### config.mk
export PLATFORM = sky130hd
export DESIGN_NAME = reg_port_arbiter
export DESIGN_NICKNAME = d
export VERILOG_FILES = /design/src/rtl/reg_arb_pkg.sv /design/src/rtl/rr_arb2.sv /design/src/rtl/reg_port_arbiter.sv
export SDC_FILE = /design/constraint.sdc
export NUM_CORES = 1
export LEC_CHECK = 0
export CAP_MARGIN = 5
export CELL_PAD_IN_SITES_DETAIL_PLACEMENT = 1
export CELL_PAD_IN_SITES_GLOBAL_PLACEMENT = 1
export CORE_MARGIN = 3
export CORE_UTILIZATION = 23
export CTS_BUF_LIST = sky130_fd_sc_hd__clkbuf_4 sky130_fd_sc_hd__clkbuf_8
export DETAILED_ROUTE_END_ITERATION = 10
export GPL_TIMING_DRIVEN = 0
export PLACE_DENSITY = 0.81
export SLEW_MARGIN = 15
export SYNTH_ARGS = -nofsm -noshare
export SYNTH_HDL_FRONTEND = slang
export SYNTH_SLANG_ARGS = --single-unit
export TNS_END_PERCENT = 20
### constraint.sdc
create_clock -name clock -period 1.6 [get_ports clock]
set_input_delay 0.32 -clock clock [delete_from_list [all_inputs] [get_ports clock]]
set_output_delay 0.32 -clock clock [all_outputs]
set_load 0.005 [all_outputs]
### src/rtl/reg_arb_pkg.sv
// Shared types and constants for the register-port arbiter.
// Imported by the arbiter top and its round-robin sub-module.
package reg_arb_pkg;

    typedef enum logic [1:0] {
        IDLE    = 2'd0,
        ISSUE   = 2'd1,
        CAPTURE = 2'd2
    } state_t;

    localparam logic RW_READ  = 1'b1;
    localparam logic RW_WRITE = 1'b0;

    localparam logic [1:0] DEF_IDLE_ADDR = 2'b11;

endpackage

### src/rtl/rr_arb2.sv
// Two-way round-robin grant; purely combinational.
// The priority pointer is owned and advanced by the caller.
module rr_arb2
    import reg_arb_pkg::*;
(
    input  logic [1:0] req,
    input  logic       rr_ptr,
    output logic [1:0] grant
);

    always_comb begin
        grant = 2'b00;
        unique case (req)
            2'b01:   grant = 2'b01;
            2'b10:   grant = 2'b10;
            2'b11:   grant = rr_ptr ? 2'b10 : 2'b01;
            default: grant = 2'b00;
        endcase
    end

endmodule

### src/rtl/reg_port_arbiter.sv
// Round-robin sequencer for the single-port register block: one op at a
// time, target parked on a harmless read of IDLE_ADDR between ops.
module reg_port_arbiter
    import reg_arb_pkg::*;
#(
    parameter int                ADDR_W    = 2,
    parameter int                DATA_W    = 32,
    parameter logic [ADDR_W-1:0] IDLE_ADDR = DEF_IDLE_ADDR
) (
    input  logic                clock,
    input  logic                reset_b,
    input  logic [1:0]          req_valid,
    output logic [1:0]          req_ready,
    input  logic [1:0]          req_rw,
    input  logic [2*ADDR_W-1:0] req_addr,
    input  logic [2*DATA_W-1:0] req_wdata,
    output logic [1:0]          rsp_valid,
    output logic [DATA_W-1:0]   rsp_rdata,
    output logic                tgt_rw,
    output logic [ADDR_W-1:0]   tgt_addr,
    output logic [DATA_W-1:0]   tgt_wdata,
    input  logic [DATA_W-1:0]   tgt_rdata,
    output logic                busy
);

    state_t              r_state;
    logic                r_rr_ptr;
    logic                r_rw;
    logic                r_id;
    logic [1:0]          r_rsp_valid;
    logic                r_tgt_rw;
    logic [ADDR_W-1:0]   r_tgt_addr;
    logic [DATA_W-1:0]   r_tgt_wdata;

    logic [1:0]          w_grant;
    logic                w_id;
    logic                w_rw;
    logic [ADDR_W-1:0]   w_addr;
    logic [DATA_W-1:0]   w_wdata;

    rr_arb2 u_rr_arb2 (
        .req    (req_valid),
        .rr_ptr (r_rr_ptr),
        .grant  (w_grant)
    );

    assign w_id    = w_grant[1];
    assign w_rw    = w_id ? req_rw[1] : req_rw[0];
    assign w_addr  = w_id ? req_addr[2*ADDR_W-1:ADDR_W]
                          : req_addr[ADDR_W-1:0];
    assign w_wdata = w_id ? req_wdata[2*DATA_W-1:DATA_W]
                          : req_wdata[DATA_W-1:0];

    // Ready is gated by reset so nothing looks accepted while held in reset.
    assign req_ready = (r_state == IDLE && reset_b) ? w_grant : 2'b00;

    assign busy      = (r_state != IDLE);
    assign rsp_valid = r_rsp_valid;
    assign rsp_rdata = (|r_rsp_valid && r_rw == RW_READ) ? tgt_rdata
                                                         : '0;
    assign tgt_rw    = r_tgt_rw;
    assign tgt_addr  = r_tgt_addr;
    assign tgt_wdata = r_tgt_wdata;

    always_ff @(posedge clock or negedge reset_b) begin
        if (!reset_b) begin
            r_state     <= IDLE;
            r_rr_ptr    <= 1'b0;
            r_rw        <= 1'b0;
            r_id        <= 1'b0;
            r_rsp_valid <= 2'b00;
            r_tgt_rw    <= RW_READ;
            r_tgt_addr  <= IDLE_ADDR;
            r_tgt_wdata <= '0;
        end else begin
            unique case (r_state)
                IDLE: begin
                    if (|w_grant) begin
                        r_state     <= ISSUE;
                        r_rw        <= w_rw;
                        r_id        <= w_id;
                        r_rr_ptr    <= ~w_id;
                        r_tgt_rw    <= w_rw;
                        r_tgt_addr  <= w_addr;
                        r_tgt_wdata <= w_wdata;
                    end
                end
                ISSUE: begin
                    r_state     <= CAPTURE;
                    r_rsp_valid <= r_id ? 2'b10 : 2'b01;
                    r_tgt_rw    <= RW_READ;
                    r_tgt_addr  <= IDLE_ADDR;
                    r_tgt_wdata <= '0;
                end
                CAPTURE: begin
                    r_state     <= IDLE;
                    r_rsp_valid <= 2'b00;
                end
                default: begin
                    r_state     <= IDLE;
                    r_rsp_valid <= 2'b00;
                    r_tgt_rw    <= RW_READ;
                    r_tgt_addr  <= IDLE_ADDR;
                    r_tgt_wdata <= '0;
                end
            endcase
        end
    end

endmodule

==> results of run 1 <==
-- cells in the mapped netlist, drive strengths merged --
library cell | number | share of area
o32a | 2 | 0.0087
dfrtp | 39 | 0.43
nand2b | 1 | 0.0027
clkbuf | 15 | 0.025
nand2 | 2 | 0.0033
o21ai | 25 | 0.055
nor2 | 29 | 0.049
o21ba | 1 | 0.0044
and2b | 1 | 0.0033
and3 | 3 | 0.0082
mux2i | 1 | 0.0044
a22o | 1 | 0.0038
buf | 10 | 0.022
and4 | 8 | 0.031
a211oi | 3 | 0.012
nor2b | 1 | 0.0027
a221o | 8 | 0.035
nand3 | 24 | 0.052
and2 | 32 | 0.087
dfstp | 3 | 0.034
a21oi | 1 | 0.0022
or2 | 1 | 0.0027
o221ai | 1 | 0.0038
a31oi | 1 | 0.0027
o22a | 2 | 0.0076
a21boi | 3 | 0.0098
inv | 4 | 0.0066
a311oi | 24 | 0.092
o21a | 1 | 0.0033
-- routing by layer --
| layer | up-vias | GRT usage |
|---|---|---|
| met5 | - | 0 |
| met4 | 0 | 0.04163 |
| met3 | 13 | 0.06614 |
| met1 | 1384 | 0.2014 |
| li1 | 1311 | - |
| met2 | 123 | 0.3452 |
-- worst max path at each step --
stage                 startpoint             to
global placement         reset_b   req_ready[1]
floorplan               r_rr_ptr   req_ready[1]
detailed placement  req_valid[0]   req_ready[1]
CTS                 rsp_valid[0]  rsp_rdata[26]
global route        rsp_valid[1]  rsp_rdata[22]
finish              rsp_valid[1]  rsp_rdata[27]
-- metrics by stage --
stage | setup slack, ns | power [W] | cell area [um^2]
floorplan | 0.1711 | 0.003399 | 2291
global route | -0.2175 | 0.007787 | 4624
CTS | -0.1936 | 0.007193 | 4566
global placement | -1.949 | 0.005512 | 4214
detailed placement | -1.082 | 0.005658 | 4229
finish | -0.1633 | 0.007302 | 4624
-- power groups by stage --
stage / combinational, W / clock [W] / sequential [W]
global route: 0.00475 / 0.00108 / 0.00196
global placement: 0.00361 / 0 / 0.00190
CTS: 0.00426 / 0.00105 / 0.00188
detailed placement: 0.00374 / 0 / 0.00192
finish: 0.00439 / 0.00102 / 0.00189
floorplan: 0.00150 / 0 / 0.00190
-- layout make-up --
type / count / area [um^2] / share of cell area
Multi-Input combinational cell: 176 / 1217 / 0.2633
Inverter: 4 / 15.01 / 0.003247
Sequential cell: 42 / 1059 / 0.2289
Clock inverter: 3 / 68.82 / 0.01488
Timing Repair Buffer: 193 / 1842 / 0.3983
Tap cell: 129 / 161.4 / 0.03490
Buffer: 25 / 192.7 / 0.04167
Clock buffer: 5 / 68.82 / 0.01488
-- state kept, by name (all words and copies together), names as in the netlist --
signal	count
tgt_wdata	32
r_state	2
rsp_valid	2
tgt_addr	2
r_id	1
r_rr_ptr	1
r_rw	1
tgt_rw	1
-- repair_timing --
| item | 4_1_cts | 5_1_grt |
|---|---|---|
| pin swaps | 19 | 3 |
| setup buffers | 10 | 2 |
| hold buffers | 1 | 0 |
| setup endpoints to repair | 68 | 70 |
| endpoints found under the hold margin | 9 | 0 |
| cloned | 3 | 0 |
| resized for setup | 189 | 32 |
-- cell families after synthesis --
kind of cell,after synthesis,share of synthesized area
AOI/OAI and AO/OA,73,0.2398
buffers and inverters,29,0.05352
DFF,42,0.4604
muxes,1,0.004369
and+or+nand+nor,102,0.2420
-- placed cells by master, fill, tap and decap left out, types with 3 or more instances in the layout --
cell | Yosys | final
buf_8 | 0 | 3
dlygate4sd2_1 | 0 | 8
clkdlybuf4s50_1 | 0 | 134
buf_6 | 0 | 19
dfstp_2 | 3 | 3
nand3_1 | 24 | 24
inv_1 | 4 | 4
buf_2 | 10 | 13
a221o_1 | 8 | 8
and2_1 | 32 | 18
dfrtp_2 | 0 | 3
clkbuf_1 | 14 | 7
a311oi_1 | 24 | 20
and2_4 | 0 | 14
a21boi_1 | 2 | 3
and4_1 | 8 | 8
buf_4 | 0 | 17
nor2_1 | 28 | 26
a311oi_2 | 0 | 4
o21ai_0 | 24 | 24
clkbuf_8 | 0 | 9
dfrtp_1 | 39 | 36
clkbuf_2 | 1 | 9
==> metrics.cfg, run 1 <==
[timing]
skew_ns = 0.008475
fin_tns_setup_ns = -3.542
tightest_slew_ns = 0.5994
max_freq_ghz = 0.5671
setup_violations = 33
period_minus_slack_ns = 1.763
setup_slack_ns = -0.1633
hold_violations = 0
whs_ns = 0.04656
period_share = 1.102
rsz0062_at_grt = true
relSlewSlack = 0.5997
drv_slew = 0

[cells_and_area]
drive_gt1_frac = 0.2500
layout.nets = 553
fillers = 1133
fin_util = 0.4889
stdcell_count = 577
syn_to_final_growth_pct = 101.9
n_antenna_cell = 0

[power]
power_frac_clock = 0.140
intPower_w = 0.004768
power.density_nw_per_um2 = 1579
p_comb_frac = 0.601
p_sw_w = 0.002534
vdd_drop_max_v = 0.0005490
sw_frac_of_total = 0.3471
pwr-share-seq = 0.259
p_leak_nw = 1.963

[run_status]
violations = setup timing
outcome = finished, violations left

[routing]
drc = 0
drt-vias-per-instance = 4.906
wl_met3_um = 889
wl_met2_mm = 5.615
dr.pass1.iters = 4
drt_iter0_markers = 72
top_layer = met4
ant_nets = 0
wl_met1_mm = 4.060
wirelength_mm = 10.72
routedWlPerCell_um = 18.57
vias = 2831

[floorplan]
die_area_um2 = 11190
initial_core_util = 0.2422
rows = 35
num_io_pins = 178
core_area_um2 = 9459
die_w_um = 105.8
fp.dieH_um = 105.8

[critical_path]
rr_startpoint = r_state[0]
slowest_stage = dfrtp_1
reg2reg_slack_ns = 0.01
critical_path_arrival_ns = 1.44
r2r_cells = 3
cp.required_ns = 1.28
cp_max_fo = 7
critPathBufInv = 3
cpPeakStageDelay_ns = 0.40
path_class = reg2out
cp_num_cells = 5
endpoint_kind = output port
start_kind = register
cp_cell_sequence = o21a_4 -> buf_6 -> buf_8 -> and2_4 -> buf_6
worstReg2RegEnd = tgt_wdata[21]
crit_family = flip-flops
cpMostUsedCell = buf_6

[yosys]
syn_nets = 353
synth_area_um2 = 2291
synth_cells = 247
synth-seq-area-share = 0.4604
avgSynthCellArea_um2 = 9.275
ys_seq_elements = 42
yosysWarnings = 0
ys_types = 34

[cts]
htreeDepth = 2
clk_path_buf_depth = 2
clk-insertion-delay-late_ns = 0.30
clk_pin_slew_ns = 0.08
cts_tree = yes
cts_sinks = 42
numCtsBuffers = 5
root_buffer = clkbuf_8

[placement]
numPortBuffers = 176
placed_cells = 553
dp_hpwl_mm = 8.022
gp_congestion = 0.7754

[grt]
grt_antenna_before_repair = 0
grt_pass1_vias = 3160
grt_first_pass_wirelength_mm = 16.66
overflow = 0
grt_max_degree = 34
track_usage = 0.1859

[job]
maxCapViolCount = 0

[min_path]
hp-class = in2async

No activity file was read; power rests on OpenSTA's default activity.
==> run 2: changes to the inputs <==
- CORE_ASPECT_RATIO: unset -> 0.8
==> metrics.cfg, run 2 (synthesized netlist as in run 1, its figures left out) <==
[run_status]
outcome = finished, violations left
violations = setup timing

[cts]
clk-insertion-delay-late_ns = 0.29  ; about the same
numCtsBuffers = 5  ; unchanged
cts_sinks = 42  ; unchanged
root_buffer = clkbuf_8
clk_pin_slew_ns = 0.08  ; about the same
clk_path_buf_depth = 2  ; unchanged
htreeDepth = 2  ; unchanged
cts_tree = yes

[routing]
ant_nets = 0  ; unchanged
drc = 0  ; unchanged
vias = 2840  ; +0.32%
wirelength_mm = 10.86  ; +1.4%
drt-vias-per-instance = 4.888  ; -0.37%
routedWlPerCell_um = 18.70  ; +0.66%
dr.pass1.iters = 4  ; unchanged
drt_iter0_markers = 173  ; +140%

[floorplan]
initial_core_util = 0.2441  ; +0.001872
num_io_pins = 178  ; unchanged
die_w_um = 117.6  ; +11%
core_area_um2 = 9387  ; -0.77%
die_area_um2 = 11200  ; about the same
rows = 31  ; -11%
fp.dieH_um = 95.27  ; -10%

[critical_path]
reg2reg_slack_ns = 0.05  ; +0.04 ns
cp_max_fo = 5  ; -2
path_class = reg2out
critical_path_arrival_ns = 1.46  ; +0.02 ns
worstReg2RegEnd = tgt_wdata[21]
endpoint_kind = output port
rr_startpoint = r_rr_ptr
cp.required_ns = 1.28  ; about the same
slowest_stage = dfrtp_1
cp_cell_sequence = o21a_4 -> buf_12 -> buf_8 -> and2_4 -> buf_6
r2r_cells = 5  ; +2
cpPeakStageDelay_ns = 0.41  ; about the same
start_kind = register

[timing]
period_share = 1.111  ; +0.009112
rsz0062_at_grt = true
setup_slack_ns = -0.1779  ; -0.01458 ns
tightest_slew_ns = 0.9407  ; +0.3413 ns
max_freq_ghz = 0.5625  ; -0.82%
skew_ns = 0.005659  ; -0.002817 ns
relSlewSlack = 0.3729  ; -0.2268
drv_slew = 0  ; unchanged
whs_ns = 0.08179  ; +0.03523 ns
fin_tns_setup_ns = -4.409  ; -0.8669 ns
setup_violations = 33  ; unchanged
hold_violations = 0  ; unchanged
period_minus_slack_ns = 1.778  ; +0.01458 ns

[placement]
place_ws_ns = -1.008  ; +0.07444 ns
numPortBuffers = 176  ; unchanged
gp_congestion = 0.8080  ; +4.2%
dp_hpwl_mm = 8.072  ; +0.62%
placed_cells = 556  ; +0.54%

[cells_and_area]
drive_gt1_frac = 0.2695  ; +0.01949
stdcell_count = 581  ; +0.69%
layout_common_cells = 134 x clkdlybuf4s50_1, 38 x dfrtp_1, 29 x buf_6, 27 x nor2_1, 25 x and2_4
largest_register_ffs = 32  ; unchanged
syn_to_final_growth_pct = 103.9
n_antenna_cell = 0  ; unchanged
layout.nets = 554  ; +0.18%
fin_util = 0.4977  ; +0.008845
final_common_cell = clkdlybuf4s50_1

[power]
p_leak_nw = 1.988  ; +1.2%
power.density_nw_per_um2 = 1551  ; -1.8%
vdd_drop_max_v = 0.0005763  ; +5.0%

[job]
maxCapViolCount = 0  ; unchanged

[min_path]
hp-class = in2async

[grt]
grt_antenna_before_repair = 0  ; unchanged
grt_max_degree = 21  ; -38%
grt_first_pass_wirelength_mm = 16.87  ; +1.2%
grt_pass1_vias = 3152  ; -0.25%
overflow = 0  ; unchanged
track_usage = 0.1881  ; +0.002151

==> run 2: cell count changes in the layout (fill, tap and decap cells not counted), moves of 3 or more <==
cell and delta:
buf_4 -4, and2_4 +11, buf_6 +10, and2_1 -11, dlygate4sd2_1 -3
==> run 2: through the flow <==
| step | area (um^2) | total power [W] |
|---|---|---|
| 6_report | 4672 | 0.007245 |
| 5_1_grt | 4672 | 0.007801 |
| 4_1_cts | 4563 | 0.007025 |
| 3_5_place_dp | 4233 | 0.005682 |
| 3_3_place_gp | 4218 | 0.005547 |
| 2_1_floorplan | 2291 | 0.003399 |
==> run 2: worst max path at each step <==
| stage | start | to | slack [ns] | depth (start not counted) |
|---|---|---|---|---|
| floorplan | r_rr_ptr | req_ready[1] | 0.17 | 4 |
| detailed placement | req_valid[0] | req_ready[1] | -1.01 | 6 |
| finish | rsp_valid[1] | rsp_rdata[21] | -0.18 | 5 |
| global placement | reset_b | req_ready[1] | -1.89 | 3 |
| global route | rsp_valid[1] | rsp_rdata[29] | -0.24 | 5 |
| CTS | rsp_valid[0] | rsp_rdata[18] | -0.21 | 5 |
==> run 2: final cells by class <==
type                            instances  area, um^2
Fill cell                            1087        4715
Timing Repair Buffer                  194        1927
Multi-Input combinational cell        176        1232
Sequential cell                        42        1056
Buffer                                 25       181.4
Tap cell                              132       165.2
Clock buffer                            6       82.58
Inverter                                4       15.01
Clock inverter                          2       12.51
==> run 2: critical path: cells and delay by family (launching register included) <==
kind,cells,cell delay (ns)
AO/OA/AOI/OAI,1,0.25
AND/OR/NAND/NOR,1,0.13
flip-flops,1,0.41
buffers and inverters,3,0.37
==> run 2: power by group <==
group	switching, W	internal [W]	leakage [nW]
sequential	0.000319	0.00158	0.522
combinational	0.00189	0.00272	1.42
clock	0.000386	0.000347	0.0472
total	0.00259	0.00465	1.99
==> run 2: per-layer routing <==
layer	global-route usage	routed length [um]	up-vias
met3	0.06465	950	7
met1	0.2308	4525	1389
met4	0.03805	100	0
met5	0	0	-
met2	0.3260	5286	129
li1	-	-	1315
==> run 2: repair_timing <==
| action | 4_1_cts | 5_1_grt |
|---|---|---|
| endpoints found under the hold margin | 19 | 0 |
| endpoints found under the setup margin | 71 | 88 |
| buffers inserted | 10 | 2 |
| pin swaps | 28 | 2 |
| hold buffers | 2 | 0 |
| gates resized for setup | 209 | 36 |
| gates cloned | 3 | 0 |
==> run 3: changes to the inputs <==
- TNS_END_PERCENT: 20 -> 10
==> metrics.cfg, run 3 (synthesized netlist as in run 1, its figures left out) <==
[grt]
grt_first_pass_wirelength_mm = 16.88  ; about the same
grt_use_met1 = 0.2312  ; +0.0003652
top_usage_layer = met2
grt_max_degree = 21  ; unchanged
grtUsageMet2 = 0.3260  ; unchanged
track_usage = 0.1882  ; about the same
grt_antenna_before_repair = 0  ; unchanged
overflow = 0  ; unchanged
grt_pass1_vias = 3155  ; +0.095%
use_met3 = 0.06465  ; unchanged

[timing]
hold_violations = 0  ; unchanged
setup_slack_ns = -0.1776  ; +0.0003120 ns
fin_tns_setup_ns = -4.428  ; -0.01834 ns
whs_ns = 0.08179  ; unchanged
setup_violations = 33  ; unchanged
skew_ns = 0.005659  ; unchanged
period_share = 1.111  ; about the same
tightest_slew_ns = 0.9407  ; unchanged
period_minus_slack_ns = 1.778  ; -0.0003120 ns
rsz0062_at_grt = true
drv_slew = 0  ; unchanged
max_freq_ghz = 0.5626  ; about the same
relSlewSlack = 0.3729  ; unchanged

[critical_path]
critical_path_arrival_ns = 1.46  ; about the same
cp.required_ns = 1.28  ; about the same
cpPeakStageDelay_ns = 0.41  ; about the same
start_kind = register
path_class = reg2out
endpoint_kind = output port
slowest_stage = dfrtp_1
cp_max_fo = 5  ; unchanged
cp_cell_sequence = o21a_4 -> buf_12 -> buf_8 -> and2_4 -> buf_6

[cts]
numCtsBuffers = 5  ; unchanged
clk-insertion-delay-late_ns = 0.29  ; about the same
cts_sinks = 42  ; unchanged
cts_tree = yes
clk_path_buf_depth = 2  ; unchanged
clk_pin_slew_ns = 0.08  ; about the same
root_buffer = clkbuf_8
htreeDepth = 2  ; unchanged

[routing]
routedWlPerCell_um = 18.69  ; about the same
drt_iter0_markers = 153  ; -12%
ant_nets = 0  ; unchanged
drc = 0  ; unchanged
wirelength_mm = 10.86  ; about the same
drt-vias-per-instance = 4.890  ; about the same
dr.pass1.iters = 4  ; unchanged
vias = 2841  ; +0.035%

[floorplan]
die_area_um2 = 11200  ; unchanged
fp.dieH_um = 95.27  ; unchanged
initial_core_util = 0.2441  ; unchanged
num_io_pins = 178  ; unchanged
rows = 31  ; unchanged
die_w_um = 117.6  ; unchanged
core_area_um2 = 9387  ; unchanged

[min_path]
hp-class = in2async

[cells_and_area]
layout_common_cells = 134 x clkdlybuf4s50_1, 38 x dfrtp_1, 28 x buf_6, 27 x nor2_1
drive_gt1_frac = 0.2673  ; -0.002227
fin_util = 0.4968  ; -0.0009330
final_common_cell = clkdlybuf4s50_1
largest_register_ffs = 32  ; unchanged
fillers = 1088  ; +0.092%
n_antenna_cell = 0  ; unchanged
syn_to_final_growth_pct = 103.5
layout.nets = 554  ; unchanged

[placement]
place_ws_ns = -1.008  ; unchanged
gp_congestion = 0.8080  ; unchanged
dp_hpwl_mm = 8.072  ; unchanged
numPortBuffers = 176  ; unchanged

[power]
power.density_nw_per_um2 = 1550  ; about the same
finalPower_w = 0.007227  ; -0.25%
vdd_drop_max_v = 0.0005762  ; about the same
p_leak_nw = 1.985  ; -0.13%

[job]
maxCapViolCount = 0  ; unchanged

[run_status]
outcome = finished, violations left
violations = setup timing

## run 3: cell count changes in the layout (fill, tap and decap cells not counted)
cell / previous run / this run
and2_4: 25 / 24
buf_2: 12 / 13
buf_6: 29 / 28
and2_1: 7 / 8
## run 3: worst max-delay path, delay by kind of cell, from the launching register on
| kind | cells | cell delay [ns] |
|---|---|---|
| buffers and inverters | 3 | 0.37 |
| DFF | 1 | 0.41 |
| and+or+nand+nor | 1 | 0.13 |
| AOI/OAI and AO/OA | 1 | 0.25 |
## run 3: through the flow
stage	area, um^2	instances
after CTS	4554	579
after global placement	4218	555
final	4663	581
after global routing	4663	581
after floorplan	2291	247
after detailed placement	4233	556
## run 3: timing repair
action | 4_1_cts | 5_1_grt
gates cloned | 3 | 0
hold buffers | 2 | 0
setup endpoints to repair | 71 | 88
buffers inserted | 10 | 2
hold endpoints to repair | 19 | 0
pin swaps | 27 | 2
gates resized for setup | 207 | 36
## run 3: report_power, final
part,switching [W],internal [W]
Sequential,0.000319,0.00158
Combinational,0.00188,0.00271
Clock,0.000387,0.000347
## run 3: worst paths after layout
path	startpoint	to	slack (ns)	depth (start not counted)
max	rsp_valid[1]	rsp_rdata[21]	-0.18	5
min	reset_b	tgt_addr[1]	0.08	2
max reg2reg	r_rr_ptr	tgt_wdata[21]	0.05	5
min reg2reg	tgt_addr[0]	tgt_addr[0]	0.52	1
max in group asynchronous	reset_b	tgt_wdata[27]	0.31	2
min in group clock	tgt_addr[0]	tgt_addr[0]	0.52	1
## run 3: cell type report
| class | count | area [um^2] | share of cell area |
|---|---|---|---|
| buffer | 25 | 181.4 | 0.03891 |
| clock buffer | 6 | 82.58 | 0.01771 |
| clock inverter | 2 | 12.51 | 0.002683 |
| inverter | 4 | 15.01 | 0.003220 |
| multi-input combinational | 176 | 1230 | 0.2638 |
| sequential | 42 | 1056 | 0.2265 |
| tap | 132 | 165.2 | 0.03542 |
| timing repair buffer | 194 | 1921 | 0.4119 |
## run 3: layer usage
layer / up-vias / share of wire
li1: 1315 / -
met1: 1390 / 0.42
met2: 129 / 0.49
met3: 7 / 0.087
met4: 0 / 0.0092
met5: - / 0
